### src/rtl/prog_loader.sv
// prog_loader: byte-stream to instruction-memory loader; holds the core in
// reset until a complete program has been written.
// Stream: count byte N (1..DEPTH), then N big-endian 16-bit words.
// Ports:
//   clka, reset        clock, synchronous active-high reset
//   start              pulse, begins or restarts a load
//   byte_valid/data    incoming stream byte
//   byte_ready         loader accepts the byte this cycle
//   we_ins/load/ins_addr  instruction-memory write port
//   cpu_reset          high while the core must be held in reset
//   busy/done/err      status: loading, completion pulse, error flag
// Build option: PROG_LOADER_CHECKSUM_EN appends an XOR checksum byte.
module prog_loader #(
    parameter int ADDR_W = 6,
    parameter int DEPTH  = 64
) (
    input  logic              clka,
    input  logic              reset,
    input  logic              start,
    input  logic              byte_valid,
    input  logic [7:0]        byte_data,
    output logic              byte_ready,
    output logic              we_ins,
    output logic [15:0]       load,
    output logic [ADDR_W-1:0] ins_addr,
    output logic              cpu_reset,
    output logic              busy,
    output logic              done,
    output logic              err
);

    localparam int CNT_W = ADDR_W + 1;

    typedef enum logic [3:0] {
        S_IDLE,
        S_COUNT,
        S_HI,
        S_LO,
        S_WRITE,
`ifdef PROG_LOADER_CHECKSUM_EN
        S_CSUM,
`endif
        S_FINISH,
        S_DONE,
        S_ERROR
    } state_t;

    state_t            state_q, state_d;
    logic [CNT_W-1:0]  cnt_q, cnt_d;
    logic [15:0]       load_q, load_d;
    logic [ADDR_W-1:0] addr_q, addr_d;
    logic              last;
`ifdef PROG_LOADER_CHECKSUM_EN
    logic [7:0]        xor_q, xor_d;
`endif

    assign last     = ({1'b0, addr_q} == (cnt_q - CNT_W'(1)));
    assign load     = load_q;
    assign ins_addr = addr_q;

    always_ff @(posedge clka) begin
        if (reset) begin
            state_q <= S_IDLE;
            cnt_q   <= '0;
            load_q  <= '0;
            addr_q  <= '0;
`ifdef PROG_LOADER_CHECKSUM_EN
            xor_q   <= '0;
`endif
        end else begin
            state_q <= state_d;
            cnt_q   <= cnt_d;
            load_q  <= load_d;
            addr_q  <= addr_d;
`ifdef PROG_LOADER_CHECKSUM_EN
            xor_q   <= xor_d;
`endif
        end
    end

    always_comb begin
        state_d    = state_q;
        cnt_d      = cnt_q;
        load_d     = load_q;
        addr_d     = addr_q;
`ifdef PROG_LOADER_CHECKSUM_EN
        xor_d      = xor_q;
`endif
        byte_ready = 1'b0;
        we_ins     = 1'b0;
        done       = 1'b0;
        cpu_reset  = 1'b1;
        busy       = 1'b1;
        err        = 1'b0;

        unique case (state_q)
            S_IDLE: begin
                busy = 1'b0;
            end
            S_COUNT: begin
                byte_ready = 1'b1;
                if (byte_valid) begin
                    if (byte_data == 8'd0 || int'(byte_data) > DEPTH) begin
                        state_d = S_ERROR;
                    end else begin
                        cnt_d   = CNT_W'(byte_data);
                        state_d = S_HI;
                    end
                end
            end
            S_HI: begin
                byte_ready = 1'b1;
                if (byte_valid) begin
                    load_d[15:8] = byte_data;
`ifdef PROG_LOADER_CHECKSUM_EN
                    xor_d        = xor_q ^ byte_data;
`endif
                    state_d      = S_LO;
                end
            end
            S_LO: begin
                byte_ready = 1'b1;
                if (byte_valid) begin
                    load_d[7:0] = byte_data;
`ifdef PROG_LOADER_CHECKSUM_EN
                    xor_d       = xor_q ^ byte_data;
`endif
                    state_d     = S_WRITE;
                end
            end
            S_WRITE: begin
                we_ins = 1'b1;
                if (last) begin
`ifdef PROG_LOADER_CHECKSUM_EN
                    state_d = S_CSUM;
`else
                    state_d = S_FINISH;
`endif
                end else begin
                    addr_d  = addr_q + ADDR_W'(1);
                    state_d = S_HI;
                end
            end
`ifdef PROG_LOADER_CHECKSUM_EN
            S_CSUM: begin
                byte_ready = 1'b1;
                if (byte_valid) begin
                    state_d = (byte_data == xor_q) ? S_FINISH : S_ERROR;
                end
            end
`endif
            S_FINISH: begin
                done      = 1'b1;
                cpu_reset = 1'b0;
                state_d   = S_DONE;
            end
            S_DONE: begin
                cpu_reset = 1'b0;
                busy      = 1'b0;
            end
            S_ERROR: begin
                err  = 1'b1;
                busy = 1'b0;
            end
            default: begin
                state_d = S_IDLE;
            end
        endcase

        // start wins over any same-cycle byte: its effects are discarded.
        if (start) begin
            state_d = S_COUNT;
            addr_d  = '0;
            load_d  = load_q;
            cnt_d   = cnt_q;
`ifdef PROG_LOADER_CHECKSUM_EN
            xor_d   = '0;
`endif
        end
    end

endmodule

### config.mk
export PLATFORM = sky130hd
export DESIGN_NAME = prog_loader
export DESIGN_NICKNAME = d
export VERILOG_FILES = /design/src/rtl/prog_loader.sv
export SDC_FILE = /design/constraint.sdc
export NUM_CORES = 1
export LEC_CHECK = 0
export ABC_AREA = 1
export ABC_CLOCK_PERIOD_IN_PS = 2200
export CAP_MARGIN = 20
export CORE_UTILIZATION = 48
export CTS_CLUSTER_SIZE = 40
export DETAILED_ROUTE_END_ITERATION = 16
export GPL_ROUTABILITY_DRIVEN = 1
export MAX_ROUTING_LAYER = met4
export PLACE_DENSITY = 0.78
export SYNTH_ARGS = -nofsm -noshare
export SYNTH_HDL_FRONTEND = slang
export SYNTH_SLANG_ARGS = --single-unit
### constraint.sdc
create_clock -name clka -period 2.2 [get_ports clka]
set_clock_uncertainty 0.05 [all_clocks]
set_input_delay 0.22 -clock clka [delete_from_list [all_inputs] [get_ports clka]]
set_output_delay 0.22 -clock clka [all_outputs]
set_load 0.02 [all_outputs]
After elaboration in Yosys (flattened, before gate mapping):

Index checks and enable logic that the tools add are counted.

* add/sub/neg operators: 2
* order comparisons: 1
* eq/ne operators: 15
* mux-type cells: 13
* bitwise gates (word level): 4
* reductions and logical operators: 13

Operator list (count)
* $pmux 4 s6: 1
* $eq 4x3->1 const B: 4
* $mux 4: 3
* $reduce_and 4->1: 3
* $ne 3x3->1 const B: 3
* $eq 4x2->1 const B: 2
* $gt 8x7->1 const B: 1
* $logic_not 8->1: 1
* $eq 6x7->1: 1
* $mux 1: 7
* $sub 7x1->7 const B: 1
* $add 6x1->6 const B: 1
* $mux 3: 2
* $ne 2x2->1 const B: 3
* $reduce_and 3->1: 2
* $reduce_or 3->1: 2
* $eq 4x1->1 const B: 1
* $logic_not 4->1: 1
* $not 1->1: 4
* $reduce_or 2->1: 2
* $ne 2x1->1 const B: 1
* $reduce_and 2->1: 1
* $logic_or 1x1->1: 1

* flip-flop bits (word level): 33
* input port bits: 12
* output and inout bits: 28
* word-level logic and storage cells: 54

Longest topological paths before layout:

Gate-level depths: netlist (run 1).

* depth after elaboration: 6
* depth in mapped cells: 14
* mapped depth without buffers: 14

Least setup slack after synthesis (run 1):

No wires, ideal clock.

* path kind: register to register
* start: reg cnt_q[0]
* end: reg state_q[1]
* setup time: 109 ps
* arrival time: 1526 ps
* required time: 2041 ps
* setup slack: 515 ps
* stages on the path, launching flop included: 13
* buffers on the path: 0
* clock period less this slack: 1685 ps
* cell sequence: dfxtp_1 inv_2 ha_1 nand2_1 nand2_1 nor2_1 nand3_2 nor2_2 nand3_4 nand2_4 nand4_1 nand2_1 inv_1

* cells in the longest elaborated chain, start to end: 4

RTL lines
* start: declaration: RTL line 49 `logic [CNT_W-1:0] cnt_q, cnt_d;`
* start signal: assignment: RTL line 72 `cnt_q <= cnt_d;`
* $sub 7x1->7: RTL line 57 `assign last = ({1'b0, addr_q} == (cnt_q - CNT_W'(1)));`
* $eq 6x7->1: RTL line 57
* $mux 3: RTL line 133 `if (last) begin`
* $pmux 4 s6: RTL line 96 `unique case (state_q)`
* end signal: assignment: RTL line 71 `state_q <= state_d;`
* end: declaration: RTL line 48 `state_t state_q, state_d;`

Every way passes these cells.
A chain may end at the register's enable or synchronous reset.

Worst setup path after layout (run 1):

* start: reg state_q[1]
* end: out byte_ready

* cells in the longest elaborated chain, start to end: 3
* elaborated cells between the ends (all ways): 5
* those cells by class: eq/ne (3); mux (1); reduce/logical (1)

RTL lines
* $eq 4x2->1 or $eq 4x1->1 (tied branches): RTL line 96
* $reduce_or 3->1 (no source line) (*)
* $mux 1 (*): RTL line 96
* end: declaration: RTL line 22 `output logic byte_ready,`

Every way passes the cells marked *; elsewhere a longest branch is shown, timed or not.

==> flow_summary.toml, run 1 <==
[run_status]
outcome = "complete, no violations"

[flow_run]
maxCapViolations = 0

[logic_synthesis]
synth_seq_cells = 32
synth_area_per_cell_um2 = 6.91
ys_types = 24
muxShareOfSynthArea = 0
synth_compound_area_frac = 0.162
synth-simple-area-share = 0.300
synth_fa_ha_area_frac = 0.0155
synth_warnings = 0
syn-num-nets = 248
syn_area_mm2 = 0.00162
synthCells = 234
synth-xor-area-share = 0.0325
yosysSeqAreaShare = 0.396
synth_top_family_by_area = "simple AND/OR/NAND/NOR gates"

[route]
wirelength_um = 3730
via_per_inst = 5.04
drt_iter0_markers = 121
first_pass_iters = 4
antenna_left = 0
drc = 0
vias = 1614
avgRoutedWirePerCell_um = 11.6

[worst_setup_path]
worstPathArrival_ps = 1780
timing.critical_path.fanout_max = 4
crit_type = "reg2out"
startpoint_type = "flop"
worstPathRequired_ps = 1930
end_kind = "primary output"

[clock_network]
cts-root-buf = "clkbuf_4"
numCtsBuffers = 5
ctsHoldBuffers = 0
post_cts_buffers = 0
clk_path_buf_depth = 2
cts_tree = "yes"
cts.clk_slew.worst_paths_ps = 110
htree_levels = 2
clock_latency_ps = 340
cts_resized = 0
clock-sinks = 32

[floorplanning]
die_area_mm2 = 0.00360
core_mm2 = 0.00313
io_pins = 40
die_w_um = 60.0
num_rows = 20
die_h_um = 60.0
start_util = 0.517

[layout]
final_cell_mix = "nand2_1, clkdlybuf4s50_1, nor2_1"
fin_util = 0.673
stdcell_count = 320
area_delta_synth_final_pct = 30.2
nets = 289
diodes = 0
drive_gt1_frac = 0.0942

[sta]
max_freq_mhz = 488
maxSlewViolCount = 0
fin_crit_ps = 2050
setup_violations = 0
whs_ps = 441
tightest_slew_ps = 486
finalHoldViolCount = 0
tns_ps = 0
post-route-period-util = 0.931
relSlewSlack = 0.676
rsz0062_at_grt = "false"

[placement]
dp.cells = 312
place_congestion = 0.904
io_buffers = 39
hpwlAfterDp_um = 2760

[global_route]
overflow = 0
grt_pass1_wl_um = 6220
grt_pass1_vias = 1412
antenna_found_initial = 0
grt_max_degree = 23
grt.total_usage = 0.242

[power]
peakVddDrop_mv = 0.374
cellPowerDensity_mw_per_mm2 = 527
p_leak_nw = 0.931

[min_path]
hp-class = "reg2reg"
==> state kept, by name, indices dropped and copies added, names as in the netlist <==
name      cells
load         16
ins_addr      6
state_q       3
cnt_q         7
==> layout make-up <==
class / instances / area, um2
well taps: 44 / 55.1
inverters: 34 / 128
multi-input cells: 163 / 826
flip-flops and latches: 32 / 642
repair buffers: 39 / 393
clock buffers: 6 / 51.3
fillers: 273 / 1020
clock inverters: 2 / 10.0
==> stage by stage <==
stage | total power, mW | worst slack [ps] | cell area [um2]
floorplan | 0.698 | 515 | 1620
global placement | 0.755 | 340 | 2040
detailed placement | 0.756 | 349 | 2040
CTS | 1.11 | 8.04 | 2100
global route | 1.15 | 71.2 | 2100
finish | 1.11 | 152 | 2100
==> worst max-delay path: stages (launching register included) <==
cell,delay [ps]
dfxtp_1,410
inv_1,100
nand2_2,140
nand2_1,100
inv_1,60
clkdlybuf4s50_1,610
==> power breakdown <==
group	internal [mW]	leakage [nW]	switching (mW)
sequential	0.588	0.259	0.00779
combinational	0.0609	0.635	0.0889
clock	0.152	0.0380	0.211
total	0.801	0.931	0.307
==> cell usage after synthesis (all sizes together) <==
cell     n  share of area
inv     34          0.079
xor2     6          0.033
dfxtp   32           0.40
nor2    39           0.11
a21oi   25          0.077
nand4    5          0.019
a31oi    1         0.0039
nand3   17          0.063
o21bai   1         0.0046
buf      3          0.011
a211oi   1         0.0046
ha       2          0.015
o21ai   23          0.071
clkbuf   2         0.0046
nand2   40          0.098
nor3     3         0.0093
==> kinds of logic (layout without fill, tap and decap cells) <==
family,after synthesis,in the layout
fa+ha+maj,2,2
buf+inv,39,81
compound gates,51,51
xor+xnor,6,6
flops,32,32
simple gates,104,104
==> layer usage <==
metal | track usage | vias to the layer above | routed length [um]
li1 | - | 839 | -
met1 | 0.299 | 733 | 1810
met2 | 0.378 | 38 | 1740
met3 | 0.0779 | 4 | 138
met4 | 0.0698 | 0 | 32
met5 | - | - | 0
==> final timing paths <==
kind / startpoint / end / slack [ps] / cells after the start
worst min register to register: load[5] / load[5] / 440 / 2
worst min-delay path: load[5] / load[5] / 440 / 2
worst max-delay path: state_q[1] / byte_ready / 150 / 5
worst max register to register: cnt_q[0] / ins_addr[0] / 330 / 11
(Power assumes the default switching activity.)
==> run 2, diff against run 1 <==
SLEW_MARGIN = 15   (was not set)
==> results of run 2 <==
The final DEF is identical to that of run 1; final timing and power are the same.
==> run 3, diff against run 2 <==
GPL_TIMING_DRIVEN = 0   (was not set)
==> flow_summary.toml, run 3 (synthesis results as in run 1) <==
[worst_setup_path]
endpoint = "busy"
worstPathRequired_ps = 1930
r2r-start = "cnt_q[0]"
cp_top_family = "buffers and inverters"
crit_type = "reg2out"
timing.critical_path.fanout_max = 6
crit_chain = "inv_2 -> nor2_1 -> inv_1 -> nand2_1 -> clkdlybuf4s50_1"
end_kind = "primary output"
r2r_cells = 13
crit_buf_inv = 3
cp-startpoint = "state_q[2]"
reg2reg_to = "state_q[1]"
worstPathArrival_ps = 1760
r2r_slack_ps = 320
slowest_delay_ps = 600
crit_slowest_cell = "clkdlybuf4s50_1"
cp.depth = 5
startpoint_type = "flop"

[sta]
max_freq_mhz = 492
tightest_slew_ps = 355
setup_violations = 0
whs_ps = 446
rsz0062_at_grt = "false"
tns_ps = 0
relSlewSlack = 0.763
maxSlewViolCount = 0
post-route-period-util = 0.923
finalHoldViolCount = 0
fin_crit_ps = 2030

[floorplanning]
die_area_mm2 = 0.00360
start_util = 0.517
core_mm2 = 0.00313
die_h_um = 60.0
die_w_um = 60.0
num_rows = 20
io_pins = 40

[clock_network]
clock_latency_ps = 340
cts.clk_slew.worst_paths_ps = 110
clock-sinks = 32
htree_levels = 2
post_cts_buffers = 0
cts_tree = "yes"
clk_path_buf_depth = 2
cts-root-buf = "clkbuf_4"
numCtsBuffers = 5

[layout]
drive_gt1_frac = 0.103
largest_reg_flops = 16
diodes = 0
final_cell_mix = "nand2_1, clkdlybuf4s50_1, nor2_1"
stdcell_count = 325
nets = 294
area_delta_synth_final_pct = 31.8
fin_util = 0.681

[global_route]
grt.total_usage = 0.240
grt_max_degree = 12
overflow = 0
grt_pass1_vias = 1466
grt_pass1_wl_um = 6150
antenna_found_initial = 0

[placement]
dp.cells = 317
place_congestion = 0.955
io_buffers = 39
hpwlAfterDp_um = 2750

[power]
cellPowerDensity_mw_per_mm2 = 528
comb_power_share = 0.134
clockPowerShare = 0.336
swShare = 0.284
p_seq_frac = 0.530
internal_power_mw = 0.805
p_leak_nw = 0.929
peakVddDrop_mv = 0.441
p_switching_mw = 0.320

[route]
drc = 0
drt_iter0_markers = 83
first_pass_iters = 5
vias = 1648
wirelength_um = 3700
via_per_inst = 5.07
avgRoutedWirePerCell_um = 11.4
antenna_left = 0

[run_status]
outcome = "complete, no violations"

[flow_run]
maxCapViolations = 0

[min_path]
hp-class = "reg2reg"
==> run 3: changes by cell type in the layout (fill, tap and decap cells not counted), sizes merged <==
cell          before  now
clkinv             2    0
clkinvlp           0    2
dlymetal6s2s       1    0
dlygate4sd2        0    1
clkbuf             6    8
buf                0    3
==> run 3: through the flow <==
| step | area, um2 | setup WS [ps] | total power, mW |
|---|---|---|---|
| floorplan | 1620 | 515 | 0.698 |
| global placement | 2060 | 343 | 0.756 |
| detailed placement | 2060 | 313 | 0.758 |
| CTS | 2130 | 70.2 | 1.13 |
| global route | 2130 | 37.0 | 1.18 |
| finish | 2130 | 169 | 1.12 |
==> run 3: worst min path at each step <==
stage	from	to	slack, ps	depth (start not counted)
global route	byte_data[1]	cnt_q[1]	460	3
detailed placement	load[4]	load[4]	430	2
finish	load[5]	load[5]	450	2
global placement	load[4]	load[4]	420	2
floorplan	reset	state_q[0]	240	1
CTS	byte_data[1]	cnt_q[1]	440	3
==> run 3: repair_timing <==
| item | 4_1_cts | 5_1_grt |
|---|---|---|
| endpoints found under the setup margin | 1 | 2 |
| resized for setup | 1 | 2 |
| hold buffers | 0 | 0 |
| cloned | 0 | 0 |
==> run 3: tightest hold or removal path: stages (launching register included) <==
cell,delay [ps]
dfxtp_1,320
nor2_1,90
nor2_1,50
==> run 3: final cells by class <==
| type | instances | area, um2 |
|---|---|---|
| clock inverters | 2 | 15.0 |
| multi-input cells | 163 | 826 |
| repair buffers | 39 | 389 |
| fillers | 288 | 997 |
| clock buffers | 6 | 51.3 |
| inverters | 34 | 128 |
| well taps | 44 | 55.1 |
| plain buffers | 5 | 25.0 |
| flip-flops and latches | 32 | 642 |
==> run 3: per-layer routing <==
layer	track usage	vias to the layer above	share of wire
li1	-	854	-
met1	0.306	751	0.50
met2	0.367	38	0.45
met3	0.0649	5	0.042
met4	0.0831	0	0.013
met5	-	-	0
==> run 3: power groups by stage <==
stage | Sequential [mW] | Clock [mW] | Combinational [mW]
5_1_grt | 0.597 | 0.420 | 0.167
6_report | 0.596 | 0.378 | 0.151
3_5_place_dp | 0.609 | 0 | 0.149
2_1_floorplan | 0.611 | 0 | 0.0867
3_3_place_gp | 0.609 | 0 | 0.147
4_1_cts | 0.596 | 0.389 | 0.150
